### src/rtl/cpu_int_pkg.sv
// cpu_int_pkg: shared IRQ FSM encodings, reset-qualifier constants and the IRQ priority encoder
package cpu_int_pkg;
  typedef enum logic [1:0] {
    IDLE     = 2'b00,
    ARMED    = 2'b01,
    SERVICED = 2'b10
  } irq_state_t;
  localparam int RST_HOLD_DEF = 4;
  localparam int CNT_W = 8;
  function automatic logic [3:0] prio_enc(input logic [15:0] v);
    prio_enc = '0;
    for (int i = 15; i >= 0; i--) if (v[i]) prio_enc = 4'(i);
  endfunction
endpackage

### src/rtl/sync_2ff.sv
// sync_2ff: two-flop synchronizer with a per-bit reset value
module sync_2ff #(
  parameter int W = 1,
  parameter logic [W-1:0] RST_VAL = '0
) (
  input  logic         clk,
  input  logic         a_rst,
  input  logic [W-1:0] d,
  output logic [W-1:0] q
);
  logic [W-1:0] r_meta;
  logic [W-1:0] r_q;
  // two-stage capture, both stages reset to the inactive level
  always_ff @(posedge clk or negedge a_rst)
    if (!a_rst) {r_q, r_meta} <= {RST_VAL, RST_VAL};
    else {r_q, r_meta} <= {r_meta, d};
  assign q = r_q;
endmodule

### src/rtl/int_arbiter.sv
// int_arbiter: NMI edge capture, reset qualification, IRQ mask and priority FSM (INT_SYNC_EN adds input synchronizers)
module int_arbiter
  import cpu_int_pkg::*;
#(
  parameter int N_IRQ    = 4,
  parameter int RST_HOLD = RST_HOLD_DEF
) (
  input  logic                     clk,
  input  logic                     a_rst,
  input  logic                     nmi_n_pin,
  input  logic                     rst_n_pin,
  input  logic [N_IRQ-1:0]         irq_src,
  input  logic                     irq_mask_wr,
  input  logic [N_IRQ-1:0]         irq_mask_din,
  input  logic                     nmi_ack,
  input  logic                     irq_ack,
  output logic                     nmi,
  output logic                     irq,
  output logic                     rst,
  output logic [$clog2(N_IRQ)-1:0] irq_id,
  output logic [N_IRQ-1:0]         irq_mask,
  output logic [N_IRQ-1:0]         irq_pending
);
  localparam int IDW = $clog2(N_IRQ);
  logic             w_nmi_s;
  logic             w_rst_s;
  logic [N_IRQ-1:0] w_irq_s;
`ifdef INT_SYNC_EN
  logic [N_IRQ+1:0] w_sync;
  sync_2ff #(.W(N_IRQ + 2), .RST_VAL({2'b11, {N_IRQ{1'b0}}})) u_sync (
    .clk   (clk),
    .a_rst (a_rst),
    .d     ({nmi_n_pin, rst_n_pin, irq_src}),
    .q     (w_sync)
  );
  assign {w_nmi_s, w_rst_s, w_irq_s} = w_sync;
`else
  assign {w_nmi_s, w_rst_s, w_irq_s} = {nmi_n_pin, rst_n_pin, irq_src};
`endif
  logic             r_nmi_prev;
  logic             r_nmi_pend;
  logic [CNT_W-1:0] r_cnt;
  logic             r_rst;
  logic [N_IRQ-1:0] r_mask;
  logic [N_IRQ-1:0] r_pend;
  irq_state_t       r_state;
  irq_state_t       w_state_nxt;
  logic [IDW-1:0]   r_id;
  logic [IDW-1:0]   w_id_nxt;
  logic [CNT_W-1:0] w_cnt_nxt;
  logic [N_IRQ-1:0] w_pend;
  assign w_cnt_nxt = w_rst_s ? '0 : r_cnt + {{(CNT_W - 1){1'b0}}, ~&r_cnt};
  assign w_pend    = w_irq_s & ~r_mask;
  // NMI falling-edge capture; a new edge beats a same-cycle ack, qualified reset beats both
  always_ff @(posedge clk or negedge a_rst)
    if (!a_rst) {r_nmi_prev, r_nmi_pend} <= 2'b10;
    else begin
      r_nmi_prev <= w_nmi_s;
      r_nmi_pend <= !r_rst && ((r_nmi_prev && !w_nmi_s) || (r_nmi_pend && !nmi_ack));
    end
  // saturating low-sample counter; reset request drops on the first high sample
  always_ff @(posedge clk or negedge a_rst)
    if (!a_rst) {r_cnt, r_rst} <= '0;
    else begin
      r_cnt <= w_cnt_nxt;
      r_rst <= !w_rst_s && (w_cnt_nxt >= CNT_W'(RST_HOLD));
    end
  // mask register, pending snapshot, FSM state and latched IRQ index
  always_ff @(posedge clk or negedge a_rst)
    if (!a_rst) begin
      r_mask  <= '1;
      r_pend  <= '0;
      r_state <= IDLE;
      r_id    <= '0;
    end else begin
      r_mask  <= irq_mask_wr ? irq_mask_din : r_mask;
      r_pend  <= w_pend;
      r_state <= w_state_nxt;
      r_id    <= w_id_nxt;
    end
  // IRQ FSM: arm on lowest pending index, hold it through service, drop on a vanished source
  always_comb begin
    w_state_nxt = r_state;
    w_id_nxt    = r_id;
    if (r_rst) w_state_nxt = IDLE;
    else
      case (r_state)
        IDLE:
          if (|w_pend) begin
            w_state_nxt = ARMED;
            w_id_nxt    = IDW'(prio_enc(16'(w_pend)));
          end
        ARMED:    w_state_nxt = irq_ack ? SERVICED : (w_pend[r_id] ? ARMED : IDLE);
        SERVICED: w_state_nxt = w_pend[r_id] ? SERVICED : IDLE;
        default:  w_state_nxt = IDLE;
      endcase
  end
  assign nmi         = r_nmi_pend && !r_rst;
  assign irq         = (r_state == ARMED) && !r_rst;
  assign rst         = r_rst;
  assign irq_id      = r_id;
  assign irq_mask    = r_mask;
  assign irq_pending = r_pend;
endmodule
### config.mk
export PLATFORM = sky130hd
export DESIGN_NAME = int_arbiter
export DESIGN_NICKNAME = d
export VERILOG_FILES = /design/src/rtl/cpu_int_pkg.sv /design/src/rtl/sync_2ff.sv /design/src/rtl/int_arbiter.sv
export SDC_FILE = /design/constraint.sdc
export NUM_CORES = 1
export LEC_CHECK = 0
export CORE_MARGIN = 8
export CORE_UTILIZATION = 30
export CTS_CLUSTER_DIAMETER = 150
export DETAILED_ROUTE_END_ITERATION = 12
export GPL_TIMING_DRIVEN = 0
export HOLD_SLACK_MARGIN = 0.06
export SYNTH_ARGS = -nofsm -noshare
export SYNTH_HDL_FRONTEND = slang
export SYNTH_HIERARCHICAL = 1
export SYNTH_SLANG_ARGS = --single-unit
### constraint.sdc
create_clock -name clk -period 4.8 [get_ports clk]
set_clock_uncertainty 0.15 [all_clocks]
set_input_delay 0.96 -clock clk [delete_from_list [all_inputs] [get_ports clk]]
set_output_delay 0.96 -clock clk [all_outputs]
set_load 0.1 [all_outputs]
# ---- Word level (Yosys, flattened, before mapping)
# Cells that the tools add are included.
dict set report word_totals {
  reg_bits 23
  latchBits 0
  ram_bits 0
  rom_bits 0
  inputBits 15
  output_inout_bits 13
  word_cells 46
  memories 0
}
dict set report op_classes {
  n_addsub 1
  multipliers 0
  div_mod_pow 0
  magnitude_cmp 2
  n_eq_ne 3
  shifts 0
  muxes 13
  bitwise 3
  reduce_logical 16
}
# cell count
set op_table {}
lappend op_table {{2-bit 2-to-1 mux} 8}
lappend op_table {{8-bit by 1-bit adder with 8-bit output} 1}
lappend op_table {{8-bit by 3-bit >= comparator with 1-bit output (second input constant)} 1}
lappend op_table {{8-bit 2-to-1 mux} 1}
lappend op_table {{8-bit AND reduction} 1}
lappend op_table {{1-bit logical AND} 6}
lappend op_table {{2-bit case mux with 3 select lines} 1}
lappend op_table {{1-bit logical NOT} 5}
lappend op_table {{4-bit AND} 1}
lappend op_table {{4-bit inverter} 1}
lappend op_table {{4-bit OR reduction} 1}
lappend op_table {{2-bit by 3-bit < comparator with 1-bit output (second input constant)} 1}
lappend op_table {{3-bit != test (second input constant)} 1}
lappend op_table {{3-bit AND reduction} 1}
lappend op_table {{1-bit binary-select mux with 2-bit select} 1}
lappend op_table {{2-bit by 1-bit equality test with 1-bit output (second input constant)} 1}
lappend op_table {{2-bit equality test (second input constant)} 1}
lappend op_table {{2-bit logical NOT} 1}
lappend op_table {{1-bit 2-to-1 mux} 2}
lappend op_table {{1-bit logical OR} 1}
lappend op_table {{1-bit inverter} 1}

# ---- Longest topological paths before layout
# Gate-level depths: netlist (run 1).
dict set report depth {
  depth_word 8
  mapped_depth 9
  depth_no_buf 8
}

# ---- Least setup slack after synthesis (run 1)
# No wires, ideal clock.
dict set report synth_path {
  kind {flip-flop to output port}
  startpoint {register r_rst, in the netlist rst}
  endpoint {output irq}
  arrival_ns 3.167
  t_required_ns 3.690
  slack_ns 0.523
  stages_incl_launch_ff 2
  n_path_buf 0
  path_cell_list {dfrtp_1 nor3b_1}
}
dict set report synth_between {
  elab_chain_len 2
}
# element line_no
set synth_lines {}
lappend synth_lines {{start: declaration} int_arbiter.sv:43} ;# logic r_rst;
lappend synth_lines {{start signal: assignment} int_arbiter.sv:66} ;# r_rst <= !w_rst_s && (w_cnt_nxt >= CNT_W'(RST_HOLD));
lappend synth_lines {{1-bit logical NOT} int_arbiter.sv:99} ;# assign irq = (r_state == ARMED) && !r_rst;
lappend synth_lines {{1-bit logical AND} int_arbiter.sv:99}
lappend synth_lines {{end: declaration} int_arbiter.sv:18} ;# output logic irq,
# Every way passes these cells.

# ---- Worst setup path after layout (run 1)
# Same ends and word-level chain as after synthesis.

==> run_results.csv, run 1 <==
group,metric,value,unit
setup_path,r2r-start,"r_cnt[3]",
setup_path,ff2ff_path_depth,9,
synthesis,synth-xor-area-share,0.0415,
sta,rsz0062_at_grt,"false",
final_layout,final_nets,140,
pwr,irDropWorstVdd,0.000224,V
floorplanning,die_w,75.3,um
pwr,p_leak,0.617,nW
route,drc_errors,0,
final_layout,nFillCells,345,
global_route,antenna_found_initial,0,
setup_path,cp.required,3.69,ns
final_layout,register_area,582,sq um
placement,placed_area,1380,sq um
floorplanning,core,3360,sq um
synthesis,synth_top_family_by_area,"simple AND/OR/NAND/NOR gates",
global_route,track_usage,0.0883,
clock_network,clk_pin_slew,0.13,ns
synthesis,post_synth_and_or_nand_nor_area_fraction,0.203,
global_route,grt_max_degree,24,
placement,post-dp-hpwl,1760,um
final_layout,final_cell_mix,"clkdlybuf4s50_1 (27), dfrtp_1 (18), nor2_1 (6), nor2b_1 (6), a21oi_1 (6)",
floorplanning,rows,21,
sta,setup_tns,0,ns
route,initialDrtViolationCount,45,
placement,io_buffers,27,
global_route,grt.overflow.total,0,
synthesis,seq_area_frac_synth,0.551,
sta,finalSetupViolCount,0,
setup_path,worstPathMaxFanout,6,
pwr,power_density,438,nW/um^2
clock_network,cts.repair.resized,0,
job,maxCapViolations,0,
clock_network,root_buffer,"clkbuf_4",
synthesis,yosys.area_share.adder,0.0237,
final_layout,finalInstanceArea,1410,sq um
synthesis,synth_ff_type,"dfrtp_1",
synthesis,yosysWarnings,6,
clock_network,clk_path_buf_depth,2,
final_layout,layout-drive-gt1-share,0.189,
sta,fmax,296,MHz
setup_path,critPathKind,"reg -> out",
route,dr.pass1.iters,4,
sta,finalHoldViolations,0,
sta,timing.final.crit_period,3.38,ns
floorplanning,start_util,0.314,
synthesis,synthCells,91,
sta,drv_slew,0,
setup_path,worstSetupEndpoint,"irq",
synthesis,synth_cell_types,31,
final_layout,final_util,0.420,
clock_network,cts-buffers-inserted,3,
sta,post-route-period-util,0.703,
clock_network,insertion_delay,0.31,ns
synthesis,yosys_register_bits,23,
sta,tightest_slew,0.996,ns
floorplanning,io_pins,28,
synthesis,synth-async-reset-ratio,1.00,
synthesis,syn_area_per_cell,11.6,sq um
setup_path,endpoint_kind,"primary output",
route,antenna_left,0,
hold_path,hp-class,"reg -> reg",
clock_network,tritoncts,"built",
floorplanning,die_area,5670,sq um
final_layout,multi_input_area,443,sq um
setup_path,cp-startpoint,"rst",
final_layout,antenna_cells,0,
route,via_count,780,
synthesis,synthMuxAreaShare,0.0841,
status,status,"finished, final reports clean",
floorplanning,die_h,75.3,um
synthesis,synth_edf_count,0,
route,wirelength,2240,um
sta,slew_headroom,0.334,
clock_network,hold_buffers,0,
placement,gp_congestion,0.842,
route,wire_per_inst,13.4,um
setup_path,r2r_setup_slack,2.44,ns
setup_path,crit_path_start_kind,"flip-flop",
synthesis,syn_area,1060,sq um
clock_network,cts_setup_buffers,0,
synthesis,synth_nets,108,
synthesis,synth_compound_area_frac,0.0675,
setup_path,cp.arrival,2.27,ns
global_route,grt_pass1_wl,3710,um
setup_path,worstReg2RegEnd,"rst",
clock_network,cts.htree.levels,1,
final_layout,final_common_cell,"clkdlybuf4s50_1",
clock_network,clock-sinks,23,
global_route,grt_pass1_vias,816,
final_layout,syn_to_final_growth,33.6,%
route,viasPerCell,4.64,
report_power, final:
group / leakage (nW) / switching (mW) / internal, mW
Clock: 0.0177 / 0.0587 / 0.0312
Combinational: 0.311 / 0.203 / 0.0804
Sequential: 0.289 / 0.0229 / 0.222
Total: 0.617 / 0.284 / 0.334
routing by layer:
layer,track usage,part of all wire,vias to the layer above
li1,-,-,379
met2,0.152,0.50,17
met4,0.0640,0.023,0
met5,0,0,-
met3,0.0158,0.040,4
met1,0.0948,0.44,380
registers in the layout, summed over array words and instances (netlist names):
signal	count
r_cnt	8
irq_id	2
r_nmi_pend	1
irq_mask	4
rst	1
r_nmi_prev	1
irq_pending	4
r_state	2
metrics by stage:
stage | worst slack, ns | total power, mW | hold slack (ns) | instances
floorplan | 0.523 | 0.458 | 0.341 | 91
global placement | 1.78 | 0.530 | 0.353 | 164
detailed placement | 1.77 | 0.535 | 0.370 | 164
CTS | 1.39 | 0.628 | 0.387 | 168
global route | 1.32 | 0.649 | 0.416 | 168
finish | 1.42 | 0.618 | 0.378 | 168
area by class of cell:
type,count,share of cell area
buffer,2,0.00621
tap,46,0.0408
clock buffer,3,0.0160
multi-input combinational,60,0.314
clock inverter,1,0.00355
sequential,23,0.412
timing repair buffer,27,0.191
inverter,6,0.0160
logic make-up (layout without fill, tap and decap cells):
| group | Yosys count | after routing |
|---|---|---|
| buffers and inverters | 8 | 39 |
| and+or+nand+nor | 35 | 35 |
| adders and majority gates | 2 | 2 |
| muxes | 7 | 7 |
| xor gates and xnor gates | 5 | 5 |
| AOI/OAI and AO/OA | 11 | 11 |
| DFF | 23 | 23 |
worst min-delay path by stage:
stage                           from         end  slack (ns)  cells after the start
after global placement    r_nmi_prev  r_nmi_pend        0.35                      2
final                     r_nmi_prev  r_nmi_pend        0.38                      2
after global routing      r_nmi_prev  r_nmi_pend        0.42                      2
after floorplan           r_nmi_prev  r_nmi_pend        0.34                      2
after CTS                 r_nmi_prev  r_nmi_pend        0.39                      2
after detailed placement  r_nmi_prev  r_nmi_pend        0.37                      2
synth_stat cells, types with 3 or more instances:
library cell | n | area [sq um]
nand3_1 | 3 | 15.0
dfrtp_1 | 18 | 450
mux2_2 | 3 | 33.8
nor2b_1 | 6 | 37.5
nor2_1 | 6 | 22.5
a21oi_1 | 6 | 30.0
nand4_1 | 3 | 18.8
dfstp_2 | 5 | 131
nand2_1 | 3 | 11.3
xnor2_1 | 3 | 26.3
inv_2 | 4 | 15.0
critical path, stage by stage (launching register included):
cell and delay, ns:
dfrtp_1 0.46, nor3b_1 0.29, clkdlybuf4s50_1 1.20
Power figures use the tool's default switching activity.
==> run 2: changes to the inputs <==
clock period = 3.15 ns   (was 4.8 ns; I/O delays follow)
==> run_results.csv, run 2 (synthesis results as in run 1) <==
group,metric,value,unit
sta,finalSetupViolCount,0,
sta,finalHoldViolations,0,
setup_path,critPathKind,"reg -> out",
route,viasPerCell,4.66,
sta,rsz0062_at_grt,"false",
pwr,p_leak,0.620,nW
route,antenna_left,0,
clock_network,root_buffer,"clkbuf_4",
clock_network,clk_pin_slew,0.13,ns
sta,tightest_slew,0.987,ns
setup_path,endpoint_kind,"primary output",
final_layout,largest-register,"r_cnt",
setup_path,crit_chain,"nor3b_2, clkdlybuf4s50_1",
clock_network,insertion_delay,0.31,ns
floorplanning,die_w,75.3,um
final_layout,antenna_cells,0,
global_route,grt_pass1_wl,4020,um
placement,io_buffers,27,
route,via_count,783,
final_layout,syn_to_final_growth,34.1,%
sta,drv_slew,0,
global_route,track_usage,0.0902,
clock_network,cts_setup_buffers,0,
clock_network,clk_path_buf_depth,2,
final_layout,final_common_cell,"clkdlybuf4s50_1",
placement,post-dp-hpwl,1720,um
global_route,grt.overflow.total,0,
sta,setup_ws,0.169,ns
sta,holdWs,0.371,ns
hold_path,hp-class,"reg -> reg",
floorplanning,start_util,0.314,
final_layout,layout-drive-gt1-share,0.197,
route,initialDrtViolationCount,20,
clock_network,cts.repair.resized,0,
clock_network,cts-buffers-inserted,3,
route,drc_errors,0,
clock_network,cts.htree.levels,1,
floorplanning,die_h,75.3,um
setup_path,cp.required,2.37,ns
sta,slew_headroom,0.340,
sta,timing.final.crit_period,2.98,ns
setup_path,worstPathMaxFanout,6,
final_layout,largest_reg_flops,8,
placement,pre_cts_slack,0.521,ns
clock_network,clock-sinks,23,
route,wire_per_inst,13.0,um
floorplanning,core,3360,sq um
final_layout,final_cell_mix,"clkdlybuf4s50_1 (27), dfrtp_1 (18), nor2_1 (6), nor2b_1 (6), a21oi_1 (6)",
setup_path,cpMaxStageDelayCell,"clkdlybuf4s50_1",
setup_path,crit_family,"buffers and inverters",
placement,gp_congestion,0.819,
route,dr.pass1.iters,2,
setup_path,cp_num_buf_inv,1,
sta,post-route-period-util,0.946,
clock_network,tritoncts,"built",
global_route,grt_max_degree,24,
floorplanning,io_pins,28,
floorplanning,die_area,5670,sq um
pwr,power_density,665,nW/um^2
global_route,grt_pass1_vias,859,
setup_path,cp.arrival,2.20,ns
pwr,p_total,0.941,mW
pwr,irDropWorstVdd,0.000324,V
clock_network,hold_buffers,0,
sta,setup_tns,0,ns
sta,fmax,335,MHz
setup_path,crit_path_start_kind,"flip-flop",
final_layout,final_nets,140,
global_route,antenna_found_initial,0,
final_layout,nFillCells,368,
floorplanning,rows,21,
route,wirelength,2190,um
job,maxCapViolations,0,
final_layout,final_util,0.421,
status,status,"finished, final reports clean",
setup_path,critPathMaxStageDelay,1.18,ns
==> run 2: metal layers <==
layer  track usage  share of wire
met4        0.0362          0.012
met2         0.151           0.50
met1         0.107           0.45
met3        0.0224          0.037
met5             0              0
==> run 2: worst register-to-register path: stages (launching register included) <==
cell and delay (ns):
dfrtp_1 0.34, buf_2 0.17, nand4_1 0.12, or2_1 0.25, ha_1 0.21, ha_1 0.23, nand3_1 0.09, mux2_2 0.34
nor3_1 0.21, o211ai_1 0.11
==> run 2: per-stage QoR <==
stage | instances | cell area (sq um)
after floorplan | 91 | 1060
after global placement | 164 | 1390
after detailed placement | 164 | 1390
after CTS | 168 | 1420
after global routing | 168 | 1420
final | 168 | 1420
==> run 2: cell type report <==
cell class | instances | area (sq um) | area share
plain buffers | 2 | 8.76 | 0.00618
multi-input cells | 60 | 448 | 0.316
repair buffers | 27 | 270 | 0.191
well taps | 46 | 57.6 | 0.0406
inverters | 6 | 22.5 | 0.0159
clock inverters | 1 | 5.00 | 0.00353
flip-flops and latches | 23 | 582 | 0.411
clock buffers | 3 | 22.5 | 0.0159
==> run 2: worst paths after layout <==
| path | from | endpoint | slack, ns | cells past startpoint |
|---|---|---|---|---|
| min in group asynchronous | a_rst | irq_pending[2] | 0.70 | 1 |
| worst min register to register | r_nmi_prev | r_nmi_pend | 0.37 | 2 |
| worst max-delay path | rst | irq | 0.17 | 2 |
| worst max register to register | r_cnt[3] | rst | 0.80 | 9 |
| max in group asynchronous | a_rst | r_cnt[1] | 1.55 | 1 |
| worst min-delay path | r_nmi_prev | r_nmi_pend | 0.37 | 2 |
==> run 2: power breakdown <==
part / internal (mW) / switching (mW)
Combinational: 0.125 / 0.310
Clock: 0.0474 / 0.0853
Sequential: 0.339 / 0.0347
Total: 0.511 / 0.430
==> run 3: changes to the inputs <==
CELL_PAD_IN_SITES_DETAIL_PLACEMENT = 2   (was unset)
CELL_PAD_IN_SITES_GLOBAL_PLACEMENT = 2   (was unset)
PLACE_DENSITY_LB_ADDON = 0.1   (was unset)
==> run_results.csv, run 3 (synthesis results as in run 1) <==
group,metric,value,unit
final_layout,final_nets,140,
setup_path,cp.arrival,2.18,ns
placement,post-dp-hpwl,1920,um
placement,pre_cts_slack,0.532,ns
global_route,grt_pass1_wl,4330,um
route,wire_per_inst,14.7,um
floorplanning,start_util,0.314,
setup_path,critPathKind,"reg -> out",
sta,finalHoldViolations,0,
floorplanning,io_pins,28,
pwr,p_total,0.946,mW
pwr,p_leak,0.620,nW
final_layout,final_cell_mix,"clkdlybuf4s50_1 (27), dfrtp_1 (18), nor2_1 (6), nor2b_1 (6), a21oi_1 (6)",
pwr,irDropWorstVdd,0.000267,V
route,dr.pass1.iters,2,
floorplanning,die_w,75.3,um
final_layout,antenna_cells,0,
final_layout,nFillCells,387,
global_route,grt_pass1_vias,853,
sta,post-route-period-util,0.940,
clock_network,insertion_delay,0.31,ns
final_layout,final_common_cell,"clkdlybuf4s50_1",
route,antenna_left,0,
status,status,"finished, final reports clean",
clock_network,clk_pin_slew,0.13,ns
final_layout,layout.cells.non_filler,168,
route,via_count,802,
route,drc_errors,0,
sta,drv_slew,0,
job,maxCapViolations,0,
clock_network,clock-sinks,23,
global_route,grt_max_degree,24,
clock_network,cts.htree.levels,1,
global_route,track_usage,0.0986,
sta,finalSetupViolCount,0,
setup_path,cp.required,2.37,ns
final_layout,largest-register,"r_cnt",
final_layout,final_util,0.421,
setup_path,endpoint_kind,"primary output",
clock_network,cts.repair.resized,0,
final_layout,multi_input_area,448,sq um
route,viasPerCell,4.77,
setup_path,r2r_setup_slack,0.79,ns
clock_network,cts-buffers-inserted,3,
setup_path,crit_path_start_kind,"flip-flop",
placement,gp_congestion,0.808,
final_layout,finalInstanceArea,1420,sq um
sta,rsz0062_at_grt,"false",
floorplanning,rows,21,
final_layout,syn_to_final_growth,34.1,%
clock_network,hold_buffers,0,
sta,tightest_slew,1.06,ns
final_layout,register_area,582,sq um
global_route,grt.overflow.total,0,
clock_network,root_buffer,"clkbuf_4",
placement,placed_area,1390,sq um
sta,slew_headroom,0.291,
global_route,antenna_found_initial,0,
sta,setup_tns,0,ns
floorplanning,core,3360,sq um
placement,io_buffers,27,
hold_path,hp-class,"reg -> reg",
route,initialDrtViolationCount,16,
sta,setup_ws,0.189,ns
setup_path,worstPathMaxFanout,6,
sta,holdWs,0.376,ns
final_layout,largest_reg_flops,8,
pwr,power_density,668,nW/um^2
sta,fmax,338,MHz
clock_network,cts_setup_buffers,0,
sta,timing.final.crit_period,2.96,ns
route,wirelength,2470,um
clock_network,tritoncts,"built",
placement,placedCellCount,164,
floorplanning,die_area,5670,sq um
clock_network,clk_path_buf_depth,2,
floorplanning,die_h,75.3,um
final_layout,layout-drive-gt1-share,0.197,
run 3: cell counts in the layout (fill, tap and decap cells not counted):
Identical to the previous run, type by type.
run 3: per-layer routing:
metal | part of all wire | global-route usage | up-vias | routed length [um]
met2 | 0.47 | 0.153 | 20 | 1160
met3 | 0.081 | 0.0447 | 4 | 200
met4 | 0.0069 | 0.0256 | 0 | 17
met1 | 0.44 | 0.121 | 402 | 1090
met5 | 0 | 0 | - | 0
li1 | - | - | 376 | -
run 3: path summary, 6_finish.rpt:
| kind | startpoint | end | cells after the start |
|---|---|---|---|
| min in group asynchronous | a_rst | irq_pending[0] | 1 |
| min | r_nmi_prev | r_nmi_pend | 2 |
| max reg2reg | r_cnt[3] | rst | 9 |
| max | rst | irq | 2 |
| max in group asynchronous | a_rst | irq_id[1] | 1 |
| min reg2reg | r_nmi_prev | r_nmi_pend | 2 |
run 3: layout make-up:
class                           instances  share of cell area
Buffer                                  2             0.00618
Clock buffer                            3              0.0159
Clock inverter                          1             0.00353
Inverter                                6              0.0159
Multi-Input combinational cell         60               0.316
Sequential cell                        23               0.411
Tap cell                               46              0.0406
Timing Repair Buffer                   27               0.191
run 3: power breakdown:
group	internal, mW	switching [mW]	leakage [nW]
Clock	0.0474	0.0878	0.0177
Combinational	0.125	0.311	0.314
Sequential	0.339	0.0359	0.289
run 3: worst max-delay path, stage by stage, from the launching register on:
cell	delay, ns
dfrtp_1	0.47
nor3b_2	0.24
clkdlybuf4s50_1	1.16
